**src/rtl/shift_sequencer.sv**
```systemverilog
// shift_sequencer: multi-cycle shift controller for SLL/SRL/SRA (and their
// variable forms). The operand shifts one bit per cycle while busy is high,
// so the hazard unit can stall the pipeline until done pulses.
//
// Build option: define FAST_SHIFT_EN to add a 4-bit step. With it, the SHIFT
// state moves 4 bits per cycle while at least 4 remain. The final result is
// the same in both builds; only the latency changes.
//
// Handshake: start is a request that is only accepted while the block is idle
// (busy low). Accepting it captures op/shamt/data in the same edge. While busy
// is high, start is ignored and nothing is queued. done is high for exactly
// one cycle, and result is valid in that cycle. result then holds until the
// next accepted start.
module shift_sequencer #(
   parameter int WIDTH = 32,
   parameter int SHW   = 5
) (
   input  logic             clk,
   input  logic             rst,
   input  logic             start,
   input  logic [1:0]       op,
   input  logic [SHW-1:0]   shamt,
   input  logic [WIDTH-1:0] data,
   output logic             busy,
   output logic             done,
   output logic [WIDTH-1:0] result,
   output logic [1:0]       state_dbg
);

   typedef enum logic [1:0] {
      S_IDLE  = 2'd0,
      S_SHIFT = 2'd1,
      S_DONE  = 2'd2
   } state_t;

   localparam logic [1:0] OP_SLL = 2'b00;
   localparam logic [1:0] OP_SRL = 2'b01;
   localparam logic [1:0] OP_SRA = 2'b10;
   localparam logic [1:0] OP_RSV = 2'b11;

   state_t           state;
   logic [WIDTH-1:0] acc;
   logic [SHW-1:0]   cnt;
   logic [1:0]       op_reg;

   logic [WIDTH-1:0] acc_nxt;
   logic [SHW-1:0]   cnt_nxt;

   // One shift step: 4 bits when the fast path is built and at least 4
   // remain, otherwise 1 bit. cnt is only decremented when nonzero.
   always_comb begin
      acc_nxt = acc;
      cnt_nxt = cnt;
`ifdef FAST_SHIFT_EN
      if (cnt >= SHW'(4)) begin
         case (op_reg)
            OP_SLL:  acc_nxt = acc << 4;
            OP_SRL:  acc_nxt = acc >> 4;
            OP_SRA:  acc_nxt = {{4{acc[WIDTH-1]}}, acc[WIDTH-1:4]};
            default: acc_nxt = acc;
         endcase
         cnt_nxt = cnt - SHW'(4);
      end else begin
`else
      begin
`endif
         case (op_reg)
            OP_SLL:  acc_nxt = acc << 1;
            OP_SRL:  acc_nxt = acc >> 1;
            OP_SRA:  acc_nxt = {acc[WIDTH-1], acc[WIDTH-1:1]};
            default: acc_nxt = acc;
         endcase
         if (cnt != '0) begin
            cnt_nxt = cnt - SHW'(1);
         end
      end
   end

   // Control FSM and datapath registers. A reset in the middle of a shift
   // aborts it, and no done is issued for the aborted operation.
   always_ff @(posedge clk or negedge rst) begin
      if (!rst) begin
         state  <= S_IDLE;
         acc    <= '0;
         cnt    <= '0;
         op_reg <= OP_SLL;
      end else begin
         case (state)
            S_IDLE: begin
               if (start) begin
                  acc    <= data;
                  cnt    <= shamt;
                  op_reg <= op;
                  if ((shamt == '0) || (op == OP_RSV)) begin
                     state <= S_DONE;
                  end else begin
                     state <= S_SHIFT;
                  end
               end
            end
            S_SHIFT: begin
               acc <= acc_nxt;
               cnt <= cnt_nxt;
               if (cnt_nxt == '0) begin
                  state <= S_DONE;
               end
            end
            S_DONE: begin
               state <= S_IDLE;
            end
            default: begin
               state <= S_IDLE;
            end
         endcase
      end
   end

   // Status outputs are decoded from registered state only, so there is no
   // combinational path from start.
   assign busy      = (state == S_SHIFT) || (state == S_DONE);
   assign done      = (state == S_DONE);
   assign result    = acc;
   assign state_dbg = state;

endmodule
```
**config.mk**
```make
export PLATFORM = sky130hd
export DESIGN_NAME = shift_sequencer
export DESIGN_NICKNAME = d
export VERILOG_FILES = /design/src/rtl/shift_sequencer.sv
export SDC_FILE = /design/constraint.sdc
export NUM_CORES = 1
export LEC_CHECK = 0
export CORE_MARGIN = 5
export CORE_UTILIZATION = 48
export DETAILED_ROUTE_END_ITERATION = 10
export GPL_TIMING_DRIVEN = 0
export PLACE_DENSITY_LB_ADDON = 0.25
export REMOVE_ABC_BUFFERS = 1
export SLEW_MARGIN = 20
export SYNTH_ARGS = -nofsm -noshare
export SYNTH_HDL_FRONTEND = slang
export SYNTH_SLANG_ARGS = --single-unit
```
**constraint.sdc**
```tcl
create_clock -name clk -period 3.55 [get_ports clk]
set_clock_uncertainty 0.05 [all_clocks]
set_input_delay 0.71 -clock clk [delete_from_list [all_inputs] [get_ports clk]]
set_output_delay 0.71 -clock clk [all_outputs]
set_load 0.02 [all_outputs]
```
Word-level counts from Yosys, hierarchy flattened:

Index checks and enable logic that the tools add are counted.

* reduce and logical (&&, ||, !) cells: 13
* equality and inequality tests: 10
* order comparisons: 0
* div/mod/pow operators: 0
* multiplexer cells: 10
* shift-type cells: 0
* $mul: 0
* bitwise gates (word level): 0
* $add $sub $neg: 1

Operators by type and width (count)
* $pmux W32 S3: 1
* $pmux W32 S2: 1
* $mux W32: 1
* $logic_not A5 Y1: 2
* $mux W5: 2
* $pmux W5 S2: 1
* $eq A2 B2 Y1 const B: 3
* $mux W2: 3
* $ne A2 B2 Y1 const B: 3
* $reduce_and A2 Y1: 3
* $reduce_bool A5 Y1: 1
* $sub A5 B1 Y5 const B: 1
* $eq A2 B1 Y1 const B: 2
* $logic_not A2 Y1: 2
* $ne A4 B1 Y1 const B: 1
* $pmux W2 S2: 1
* $reduce_and A4 Y1: 1
* $ne A3 B1 Y1 const B: 1
* $reduce_and A3 Y1: 1
* $logic_or A1 B1 Y1: 2
* $reduce_bool A2 Y1: 1

* input port bits: 42
* bits in writable memories: 0
* flip-flop bits (word level): 41
* bits in read-only memories: 0
* bits in latches: 0
* memories: 0

Logic depth before layout (Yosys ltp):

* word-level depth: 5
* depth in mapped cells: 9

Least setup slack after synthesis:

OpenSTA, ideal clock, no wires.

* path type: reg-to-reg
* start: reg state[1], in the netlist state_dbg[1]
* end: reg acc[16], in the netlist result[16]
* path buffers: 2
* cell stages (with the launch flop): 10
* period minus slack after synthesis: 2107 ps
* arrival time: 1979 ps
* setup slack: 1443 ps
* path through: dfrtp_1 > inv_1 > ha_1 > buf_2 > inv_2 > o21a_1 > a31oi_1 > clkbuf_1 > nor2_1 > a21oi_1

* longest elaborated chain between the ends: 3
* elaborated cells on any way between the ends: 7

RTL lines
* start: declaration: line 41 `state_t state;`
* start signal: assignment: line 83 `state <= S_IDLE;`
* start signal: assignment: line 95 `state <= S_DONE;`
* start signal: assignment: line 97 `state <= S_SHIFT;`
* $eq A2 B1 Y1 / $logic_not A2 Y1 (equally long branches): line 88 `case (state)`
* $ne A4 B1 Y1 (no source line) (tied with other cells)
* $reduce_and A3 Y1 (no source line)
* end signal: assignment: line 91 `acc <= data;`
* end signal: assignment: line 102 `acc <= acc_nxt;`
* end: declaration: line 42 `logic [WIDTH-1:0] acc;`

Parallel ways exist; a longest one is shown, timed or not.
A chain may end at the register's enable or synchronous reset.

Worst setup path after layout:

* start: reg state[1], in the netlist state_dbg[1]
* end: reg acc[5], in the netlist result[5]

The elaborated chain is that of the path after synthesis.

==> impl_metrics.csv <==
group,metric,value,unit
detailed_routing,routed_wl,5930,µm
setup_path,cp.arrival,3030,ps
floorplanning,pin_count,78,
floorplanning,die_w,77.1,µm
global_routing,antenna_found_initial,0,
detailed_routing,viasPerCell,6.06,
clock_network,cts_setup_buffers,0,
run_status,status,"complete, no violations",
clock_network,cts_root_buf,"clkbuf_8",
timing,period_needed,2870,ps
floorplanning,num_rows,24,
pwr,p_leak,1.21,nW
global_routing,grt_use_total,0.201,
synth,synth.distinct_cells,31,
place,place_inst,340,
synth,ys_seq_elements,41,
pwr,swShare,0.451,
synth,synth_warnings,0,
pwr,power,3.07,mW
pwr,seq_power_share,0.317,
clock_network,cts_tree,"done",
synth,netlist_instances,226,
detailed_routing,drtIter0Drc,240,
finish,antennaDiodeCount,0,
setup_path,required,3710,ps
synth,netlist_top_cells_area,"dfrtp_1 47%, a222oi_1 14%, a21oi_1 8.1%, nor2_1 6.6%, ha_1 4.0%",
pwr,power.internal,1.69,mW
finish,syn_to_final_growth,43.7,%
synth,synth_area,0.00216,mm²
timing,setup_viol,0,
detailed_routing,wl_per_cell,17.1,µm
floorplanning,core,0.00435,mm²
setup_path,cp_max_fo,40,
floorplanning,die_height,77.1,µm
detailed_routing,ant_nets,0,
timing,rsz0062_at_grt,"false",
setup_path,start_kind,"flop",
pwr,power_switching,1.38,mW
finish,nNetsFinal,344,
detailed_routing,drc,0,
timing,max_freq,348,MHz
detailed_routing,drt_pass1_iterations,6,
floorplanning,die-area,0.00595,mm²
place,hpwl,4070,µm
setup_path,worst_setup_path_end_kind,"flop",
finish,largest_reg_flops,32,
flow_run,maxCapViolations,0,
setup_path,setup.worst_path.class,"flop to flop",
global_routing,grt_max_degree,41,
clock_network,clock_latency,280,ps
synth,yosys.area.top_type_share,0.474,
timing,fin_crit_sh,0.809,
synth,avgSynthCellArea,9.57,µm²
floorplanning,start_util,0.497,
finish,finalNonFillerCells,347,
timing,max_slew_margin,0.514,
global_routing,grt_pass1_vias,2009,
finish,layout_common_cells,"76 x clkdlybuf4s50_1, 41 x dfrtp_1, 36 x nor2_1",
pwr,combPwrFrac,0.584,
global_routing,gr-total-overflow,0,
clock_network,numCtsBuffers,5,
synth,synth_top_area_cell,"dfrtp_1",
min_path,hp-class,"primary input to asynchronous set/reset pin",
place,port_buffers,77,
clock_network,clk_pin_slew_worst_paths,70,ps
timing,worst_pin_slew,728,ps
global_routing,grt_first_pass_wirelength,9990,µm
clock_network,clock-sinks,41,
timing,setup_tns,0,ps
finish,utilization,0.714,
clock_network,cts-resized-gates,0,
finish,layout_commonest_cell,"clkdlybuf4s50_1",
clock_network,htreeDepth,2,
detailed_routing,vias,2104,
place,routabilityCongestion,0.837,
synth,synth_seq_area_share,0.474,
finish,final_layout_size_suffix_gt1_frac,0.0712,
pwr,powerDensity,987,mW/mm²
timing,slew_violations,0,
clock_network,hold_buffers,0,
timing,hold_viol_final,0,
finish,fillers,315,
clock_network,clockBufferDepth,2,
pwr,pwr-share-clk,0.099,
pwr,peakVddDrop,0.436,mV
power by group through the flow:
stage | registers (mW) | logic [mW] | clock network, mW
6_report | 0.973 | 1.79 | 0.303
5_1_grt | 1.02 | 1.97 | 0.335
4_1_cts | 0.968 | 1.80 | 0.312
3_5_place_dp | 0.975 | 1.79 | 0
3_3_place_gp | 0.975 | 1.68 | 0
2_1_floorplan | 1.16 | 0.830 | 0
final timing paths:
kind	startpoint	cells past startpoint	slack [ps]	end
setup reg to reg	state_dbg[1]$_DFFE_PN0P_	9	680	result[5]$_DFFE_PN0P_
setup / recovery	state_dbg[1]$_DFFE_PN0P_	9	680	result[5]$_DFFE_PN0P_
hold reg to reg	op_reg[1]$_DFFE_PN0P_	1	500	op_reg[1]$_DFFE_PN0P_
hold / removal	rst	1	340	cnt[4]$_DFFE_PN0P_
min in group clk	op_reg[1]$_DFFE_PN0P_	1	500	op_reg[1]$_DFFE_PN0P_
max in group asynchronous	rst	2	2640	result[18]$_DFFE_PN0P_
per-layer routing:
layer  share of wire  up-vias  global-route usage
met5               0        -                   0
met4           0.011        0              0.0464
met3           0.073        7              0.0632
met2            0.46       69               0.299
met1            0.46     1018               0.285
li1                -     1010                   -
critical path, cell delays in order, from the launching register on:
cell and delay, ps:
dfrtp_1 420, inv_1 110, ha_1 450, inv_2 420, o21a_1 380, a31oi_4 370
buf_8 230, buf_16 190, nor2_1 50, a21oi_1 120
through the flow:
stage | hold slack [ps] | setup WS, ps | area [µm²]
after global routing | 363 | 434 | 3110
after CTS | 342 | 689 | 3110
after floorplan | 364 | -591 | 2090
final | 337 | 679 | 3110
after global placement | 479 | -1640 | 2930
after detailed placement | 489 | 731 | 3020
cells in the mapped netlist:
library cell / instances
nor2_2: 1
a22oi_1: 4
inv_2: 1
a21oi_1: 35
nand2b_4: 1
clkbuf_1: 15
nor2_1: 38
o31a_1: 1
inv_1: 7
mux2_2: 3
a22o_1: 1
o21ai_1: 2
dfrtp_1: 41
o22ai_1: 3
or4b_1: 1
a222oi_1: 30
o32ai_1: 1
ha_1: 7
nand2b_1: 1
a311oi_2: 1
o21a_1: 1
nand2_1: 10
a31oi_1: 2
o21ai_0: 4
or3_1: 1
nor3_1: 3
o21bai_1: 2
nand3_1: 4
or4bb_1: 1
buf_2: 3
a221oi_2: 1
cell type report:
type	count	area, µm²	share of cell area
Clock buffer	7	86.3	0.0278
Inverter	8	30.0	0.00966
Multi-Input combinational cell	159	1070	0.343
Sequential cell	41	1030	0.330
Tap cell	52	65.1	0.0209
Timing Repair Buffer	80	836	0.269
cells by family (layout without fill, tap and decap cells):
logic type / after synthesis / in the layout / share of synthesized area
buffers and inverters: 26 / 95 / 0.0468
AOI/OAI and AO/OA: 88 / 88 / 0.298
DFF: 41 / 41 / 0.474
and+or+nand+nor: 61 / 61 / 0.124
adders and majority gates: 7 / 7 / 0.0405
muxes: 3 / 3 / 0.0156
No activity file was read; power rests on OpenSTA's default activity.
